### src/rtl/ber_pkg.sv
// Shared constants, state type and saturating arithmetic helper for the
// parallel burst sender.
package ber_pkg;

  localparam int BURST_LEN = 1024;
  localparam logic [63:0] ALIGN_WORD = 64'h0123_4567_89AB_CDEF;

  typedef enum logic [1:0] {
    IDLE,
    ALIGN,
    MARK,
    DATA
  } state_t;

  // Adds a 0..64 bit-error count to a 64-bit total, sticking at all-ones on overflow.
  function automatic logic [63:0] sat_add64(input logic [63:0] a, input logic [6:0] b);
    logic [64:0] sum;
    sum = {1'b0, a} + {58'd0, b};
    return sum[64] ? '1 : sum[63:0];
  endfunction

endpackage

### src/rtl/popcnt64.sv
// Combinational population count of a 64-bit word.
module popcnt64 (
  input  logic [63:0] din,
  output logic [6:0]  count
);

  always_comb begin
    count = '0;
    for (int i = 0; i < 64; i++) begin
      count = count + {6'd0, din[i]};
    end
  end

endmodule

### src/rtl/parallel_send.sv
// Sends optional alignment words, a one-cycle INIT marker, then a fixed-length
// burst of counter words with optional single-word error injection.
module parallel_send
  import ber_pkg::*;
(
  input  logic        CLK,
  input  logic        RSTX,
  input  logic        CLR,
  input  logic        START,
  input  logic [7:0]  ALIGN_LEN,
  input  logic        DORDY,
  input  logic        ERR_INJ,
  input  logic [63:0] ERR_MASK,
  output logic        DOPUSH,
  output logic [63:0] DOUT,
  output logic        INIT,
  output logic        BUSY,
  output logic [57:0] SENT_CNT,
  output logic [63:0] INJ_CNT
);

  state_t      state;
  logic [7:0]  align_len_q;
  logic [7:0]  align_cnt;
  logic [9:0]  burst_cnt;
  logic        burst_last;
  logic [63:0] data_cnt;
  logic [63:0] inj_cnt_q;
  logic        armed;
  logic [6:0]  mask_ones;
  logic        data_push;

  popcnt64 u_popcnt (
    .din   (ERR_MASK),
    .count (mask_ones)
  );

  assign burst_last = (burst_cnt == 10'(BURST_LEN - 1));
  assign data_push  = (state == DATA) && DORDY;
  assign BUSY       = (state != IDLE);
  assign INJ_CNT    = inj_cnt_q;

  always_ff @(posedge CLK or negedge RSTX) begin
    if (!RSTX) begin
      state       <= IDLE;
      align_len_q <= '0;
      align_cnt   <= '0;
      burst_cnt   <= '0;
      data_cnt    <= '0;
      inj_cnt_q   <= '0;
      armed       <= 1'b0;
      DOPUSH      <= 1'b0;
      DOUT        <= '0;
      INIT        <= 1'b0;
      SENT_CNT    <= '0;
    end else if (CLR) begin
      state     <= IDLE;
      align_cnt <= '0;
      burst_cnt <= '0;
      data_cnt  <= '0;
      inj_cnt_q <= '0;
      armed     <= 1'b0;
      DOPUSH    <= 1'b0;
      DOUT      <= '0;
      INIT      <= 1'b0;
      SENT_CNT  <= '0;
    end else begin
      DOPUSH <= 1'b0;
      INIT   <= 1'b0;
      // A push that consumes the armed flag re-arms only from a fresh ERR_INJ.
      armed     <= (data_push && armed) ? ERR_INJ : (armed | ERR_INJ);
      inj_cnt_q <= (data_push && armed) ? sat_add64(inj_cnt_q, mask_ones) : inj_cnt_q;

      case (state)
        IDLE: begin
          if (START) begin
            align_len_q <= ALIGN_LEN;
            align_cnt   <= '0;
            state       <= (ALIGN_LEN != 8'd0) ? ALIGN : MARK;
          end
        end
        ALIGN: begin
          if (DORDY) begin
            DOPUSH <= 1'b1;
            DOUT   <= ALIGN_WORD;
            if (align_cnt == align_len_q - 8'd1) begin
              align_cnt <= '0;
              state     <= MARK;
            end else begin
              align_cnt <= align_cnt + 8'd1;
            end
          end
        end
        MARK: begin
          INIT  <= 1'b1;
          state <= DATA;
        end
        DATA: begin
          if (DORDY) begin
            DOPUSH    <= 1'b1;
            DOUT      <= armed ? (data_cnt ^ ERR_MASK) : data_cnt;
            data_cnt  <= data_cnt + 64'd1;
            SENT_CNT  <= SENT_CNT + 58'd1;
            burst_cnt <= burst_cnt + 10'd1;
            if (burst_last) begin
              state <= IDLE;
            end
          end
        end
        default: state <= IDLE;
      endcase
    end
  end

endmodule

### config.mk
export PLATFORM = sky130hd
export DESIGN_NAME = parallel_send
export DESIGN_NICKNAME = d
export VERILOG_FILES = /design/src/rtl/ber_pkg.sv /design/src/rtl/popcnt64.sv /design/src/rtl/parallel_send.sv
export SDC_FILE = /design/constraint.sdc
export NUM_CORES = 1
export LEC_CHECK = 0
export BUFFER_PORTS_ARGS = -buffer_cell sky130_fd_sc_hd__clkbuf_2
export CAP_MARGIN = 0
export CORE_MARGIN = 5
export CORE_UTILIZATION = 25
export DETAILED_ROUTE_END_ITERATION = 10
export PLACE_DENSITY = 0.53
export SYNTH_ARGS = -nofsm -noshare
export SYNTH_HDL_FRONTEND = slang
export SYNTH_HIERARCHICAL = 1
export SYNTH_SLANG_ARGS = --single-unit
### constraint.sdc
create_clock -name CLK -period 6.4 [get_ports CLK]
set_clock_uncertainty 0.2 [all_clocks]
set_input_delay 0 -clock CLK [delete_from_list [all_inputs] [get_ports CLK]]
set_output_delay 0 -clock CLK [all_outputs]
set_load 0.005 [all_outputs]
# Word-level counts from Yosys, hierarchy flattened
# Cells that the tools add are included.
[word_totals]
reg_bits = 281
latch_bits = 0
mem_bits_rw = 0
romBits = 0
in_bits = 78
out_inout_bits = 189
word_cells = 146
memories = 0
[op_classes]
add_sub_neg = 69
mul = 0
div = 0
order_cmp = 0
eq_ne = 10
n_shift = 0
n_mux = 37
n_bitwise = 3
reduce_logical = 16
[ops]
columns = ["op", "count"]
rows = [
  ["2-to-1 mux 64 bit", 10],
  ["adder 7 x 1 -> 7 bit", 62],
  ["2-to-1 mux 58 bit", 3],
  ["case mux 64 bit (2 select lines)", 1],
  ["adder 64 x 7 -> 65 bit", 1],
  ["adder 64 x 1 -> 64 bit, second input constant", 1],
  ["XOR 64 bit", 1],
  ["adder 58 x 1 -> 58 bit, second input constant", 1],
  ["2-to-1 mux 8 bit", 4],
  ["2-to-1 mux 10 bit", 3],
  ["case mux 8 bit (2 select lines)", 1],
  ["!= test 3 bit, second input constant", 5],
  ["2-to-1 mux 2 bit", 7],
  ["adder 10 x 1 -> 10 bit, second input constant", 1],
  ["== test 10 bit, second input constant", 1],
  ["AND reduction 3 bit", 3],
  ["adder 8 x 1 -> 8 bit, second input constant", 1],
  ["== test 8 bit", 1],
  ["case mux 2 bit (4 select lines)", 1],
  ["nonzero test 2 bit", 4],
  ["nonzero test 8 bit", 1],
  ["subtractor 8 x 1 -> 8 bit, second input constant", 1],
  ["2-to-1 mux 1 bit", 7],
  ["nonzero test 3 bit", 2],
  ["other kinds (10)", 12],
]

# Logic depth before layout (Yosys ltp)
[depth]
depth_word = 67
mapped_depth = 30
mapped_depth_nobuf = 29

# By module
# Netlist, hierarchy kept.
[by_module_without_submodules]
columns = ["module", "n_inst", "cells_per_inst", "area_each_um2", "seq_area_each_um2"]
rows = [
  ["parallel_send", 1, 1642, 15055.7, 7031.7],
  ["popcnt64", 1, 182, 1761.7, 0.0],
]

# Worst setup path before layout
# OpenSTA, ideal clock, no wires.
[synth_timing]
path_type = "in2reg"
from = "input ERR_MASK[0]"
to = "register inj_cnt_q[54] (netlist: INJ_CNT[54])"
setup_time_ns = 0.078
t_arrival_ns = 8.151
t_required_ns = 6.122
setup_slack_ns = -2.029
path_stages = 28
n_path_buf = 0
cell_sequence = "inv_1 fa_1 fa_1 inv_1 ha_1 fa_1 ha_1 inv_1 fa_1 inv_1 fa_1 fa_1 inv_1 fa_1 fa_1 fa_1 inv_1 ha_1 nor2b_1 o31a_1 a311o_1 ha_1 nand3_1 a21boi_0 o21ai_1 or4_1 or4_1 a21oi_1"
[synth_between]
elab_chain_len = 67
[synth_lines]
columns = ["item", "line_no", "rtl"]
rows = [
  ["start, declared", "parallel_send.sv:13", "input logic [63:0] ERR_MASK,"],
  ["adder 1 x 1 -> 2 bit", "popcnt64.sv:10", "count = count + {6'd0, din[i]};"],
  ["adder 7 x 1 -> 7 bit (62 in a row)", "popcnt64.sv:10", ""],
  ["net mask_ones[5]", "parallel_send.sv:30", "logic [6:0] mask_ones;"],
  ["adder 64 x 7 -> 65 bit", "ber_pkg.sv:18", "sum = {1'b0, a} + {58'd0, b};"],
  ["2-to-1 mux 64 bit", "ber_pkg.sv:19", "return sum[64] ? '1 : sum[63:0];"],
  ["2-to-1 mux 64 bit", "parallel_send.sv:72", "inj_cnt_q <= (data_push && armed) ? sat_add64(inj_cnt_q, mask_ones) : inj_cnt_q;"],
  ["2-to-1 mux 64 bit", "parallel_send.sv:56", "end else if (CLR) begin"],
  ["end signal, assigned", "parallel_send.sv:72", ""],
  ["end, declared", "parallel_send.sv:28", "logic [63:0] inj_cnt_q;"],
]
# The timed path passes the listed nets, and every way through them passes these cells. The select of a mux whose other input is x is not followed.
# A chain may end at the register's enable or synchronous reset.

# Worst setup path in the final report
[layout_timing]
from = "input ERR_MASK[3]"
to = "register inj_cnt_q[54] (netlist: INJ_CNT[54])"
[layout_between]
elab_chain_len = 65
[layout_lines]
columns = ["item", "line_no"]
rows = [
  ["adder 7 x 1 -> 7 bit (61 in a row)", "popcnt64.sv:10"],
  ["net mask_ones[4]", "parallel_send.sv:30"],
  ["adder 64 x 7 -> 65 bit", "ber_pkg.sv:18"],
  ["2-to-1 mux 64 bit", "ber_pkg.sv:19"],
  ["2-to-1 mux 64 bit", "parallel_send.sv:72"],
  ["2-to-1 mux 64 bit", "parallel_send.sv:56"],
]
# The timed path passes the listed nets, and every way through them passes these cells. The select of a mux whose other input is x is not followed.

==> flow_summary_export.csv <==
group,metric,value,unit
placement,gp_congestion,0.821,
yosys,yosys_warnings,6,
grt,grt_pass1_wl,93.8,mm
power,switchingPower,6.00,mW
routing,via_per_inst,4.97,
power,leakagePower,10.3,nW
placement,hpwl,41.3,mm
floorplan,die_h,269,um
grt,globalRouteTotalUtil,15.8,%
worst_setup_path,cp_max_fo,3,
sta,finalSetupViolCount,64,
hold_path,hold_path_class,"primary input to flip-flop",
routing,wire_per_inst,18.6,um
yosys,yosysSeqAreaShare,41.8,%
grt,grt_max_degree,138,
grt,antenna_found_initial,1,
power,swShare,40.7,%
worst_setup_path,crit_arrival,8190,ps
floorplan,initial_core_util,25.1,%
sta,clock.fmax,0.126,GHz
grt,grt_pass1_vias,16000,
layout,drive_gt1_share,25.7,%
run_status,violations,"negative setup slack",
floorplan,die-area,72600,um^2
power,power.internal,8.72,mW
routing,antenna_left,0,
sta,fin_tns_setup,-88730,ps
power,power_frac_clock,14.9,%
yosys,synth.most_common_cell,"dfrtp_1",
routing,routed_wl,58.8,mm
clock_tree,cts_num_sinks,281,
yosys,synth_area,16800,um^2
yosys,syn_inst,1824,
floorplan,dieWidth,269,um
worst_setup_path,worstSetupPathType,"primary input to flip-flop",
clock_tree,root_buffer,"clkbuf_16",
clock_tree,clockBufferDepth,3,
routing,num_vias,15700,
yosys,synthTopCellsByCount,"281 x dfrtp_1, 172 x nor2_1, 158 x nand2_1, 130 x inv_1, 115 x o21ai_0",
layout,n_fill_cell,6860,
clock_tree,cts_tree,"yes",
layout,final_core_util,34.0,%
yosys,ys_ff_latch,281,
yosys,synthFlopType,"dfrtp_1",
sta,finalMaxSlewViolations,0,
worst_setup_path,cp-end-kind,"flip-flop",
grt,gr-total-overflow,0,
run_status,status,"finished with violations",
routing,dr.pass1.iters,5,
placement,port_buffers,266,
sta,period_share,124,%
run,drv_cap,0,
sta,rsz0062_at_grt,"true",
yosys,ys_types,77,
yosys,synth-edff-count,0,
layout,stdcell_area,22800,um^2
floorplan,rows,95,
floorplan,io_pins,267,
sta,setup_ws,-1530,ps
clock_tree,htree_levels,2,
worst_setup_path,critPathRequiredTime,6670,ps
sta,finalHoldViolations,0,
yosys,synth_top_area_cell,"dfrtp_1",
yosys,avgSynthCellArea,9.22,um^2
sta,tightest_slew,1240,ps
layout,finalNetCount,2427,
clock_tree,numCtsBuffers,38,
routing,route.detailed.drc,0,
power,ir_drop,1.49,mV
floorplan,coreArea,66900,um^2
power,combinationalPowerShare,71.6,%
worst_setup_path,cp-start-kind,"primary input",
power,power,14.7,mW
yosys,synthTopCellsByArea,"dfrtp_1 42%, fa_1 6.4%, xor2_1 4.4%",
clock_tree,clkSlewWorstSetupHoldPaths,60,ps
placement,placed_cell_area,19900,um^2
routing,dr.first_iter.drc_count,1078,
yosys,async_flop_share,100,%
yosys,syn-num-nets,1990,
sta,period_minus_slack,7930,ps
yosys,synth_top_area_share,41.8,%
layout,syn_to_final_growth,35.4,%
layout,antenna_cells,0,
power,seqPwrFrac,13.4,%
sta,relSlewSlack,17.2,%
clock_tree,insertion_delay,550,ps
power,powerDensity,647,nW/um^2
registers in the layout, summed over array words and instances, names as in the netlist:
name and count:
DOPUSH 1, DOUT 64, INIT 1, INJ_CNT 64
SENT_CNT 58, align_cnt 8, align_len_q 8, armed 1
burst_cnt 10, data_cnt 64, state 2
through the flow:
stage	hold slack, ps	setup WS [ps]	cells
global route	126	-1780	3159
finish	106	-1530	3159
global placement	-189	-2200	2989
detailed placement	-190	-2270	2989
CTS	61.7	-1470	3153
floorplan	-496	-1700	1824
logic make-up after synthesis:
logic type | count (synthesis) | share of synthesized area (%)
flops | 281 | 41.8
simple gates | 722 | 21.9
buf+inv | 214 | 5.03
fa+ha+maj | 88 | 8.96
xor+xnor | 157 | 8.18
compound gates | 343 | 12.9
mux | 19 | 1.24
critical path, cell delays in order:
cell and delay, ps:
clkbuf_16 110, inv_8 30, fa_2 490, fa_1 530, inv_2 50, ha_4 250, inv_1 40, fa_1 530
fa_1 450, fa_1 580, fa_1 440, fa_1 530, fa_1 460, fa_1 490, fa_2 390, fa_2 370
nor2b_2 160, o31a_1 190, a21oi_2 50, ha_1 330, buf_4 140, nand4_1 130, o21bai_2 230, o21ai_2 120
or4_4 550, or4_4 430, a21oi_2 130
timing repair:
item	in CTS	in global routing
pin swaps	54	26
setup buffers	12	6
resized for setup	95	38
cloned	2	0
endpoints found under the setup margin	64	64
hold buffers	87	0
hold endpoints to repair	328	0
power groups by stage:
stage               Clock (mW)  Combinational, mW  Sequential [mW]
floorplan                    0               4.84             1.99
global placement             0               7.83             2.00
detailed placement           0               8.02             2.00
CTS                       2.27               9.52             1.97
global route              2.33               11.6             1.99
finish                    2.20               10.5             1.98
worst paths after layout:
| check | slack (ps) | cells after the start | end | startpoint |
|---|---|---|---|---|
| hold reg to reg | 280 | 2 | DOUT[30]$_DFFE_PN0P_ | DOUT[30]$_DFFE_PN0P_ |
| min in group asynchronous | 420 | 4 | DOUT[3]$_DFFE_PN0P_ | RSTX |
| setup reg to reg | 2690 | 7 | SENT_CNT[57]$_DFFE_PN0P_ | state[1]$_DFFE_PN0P_ |
| hold / removal | 110 | 4 | armed$_DFF_PN0_ | ERR_INJ |
| max in group asynchronous | 4560 | 4 | INJ_CNT[33]$_DFFE_PN0P_ | RSTX |
| setup / recovery | -1530 | 27 | INJ_CNT[54]$_DFFE_PN0P_ | ERR_MASK[3] |
routing by layer:
layer	routed length (um)	track usage, %
met5	7	0
met4	1130	3.59
met3	3550	3.25
met2	28600	26.5
met1	25600	21.0
area by class of cell:
class	count	area [um^2]	share of cell area [%]
well taps	873	1090	4.80
multi-input cells	1330	9550	42.0
flip-flops and latches	281	7030	30.9
clock buffers	52	1070	4.72
clock inverters	13	176	0.775
inverters	131	499	2.19
repair buffers	479	3340	14.7
layout by cell type, fill, tap and decap left out, types with 15 or more instances in the layout:
cell type / count
dfrtp_1: 280
clkbuf_2: 263
nor2_1: 162
nand2_1: 157
inv_1: 124
o21ai_0: 105
buf_4: 99
dlygate4sd3_1: 86
xor2_1: 84
a21oi_1: 72
xnor2_1: 72
nand3_1: 63
and3_1: 60
nor3_1: 57
fa_1: 51
nand4_1: 48
clkbuf_16: 41
a22o_1: 32
nor4_1: 31
ha_1: 31
buf_6: 23
or3_1: 20
and4_1: 20
a21oi_2: 17
mux2_2: 15
No activity file was read; power rests on OpenSTA's default activity.
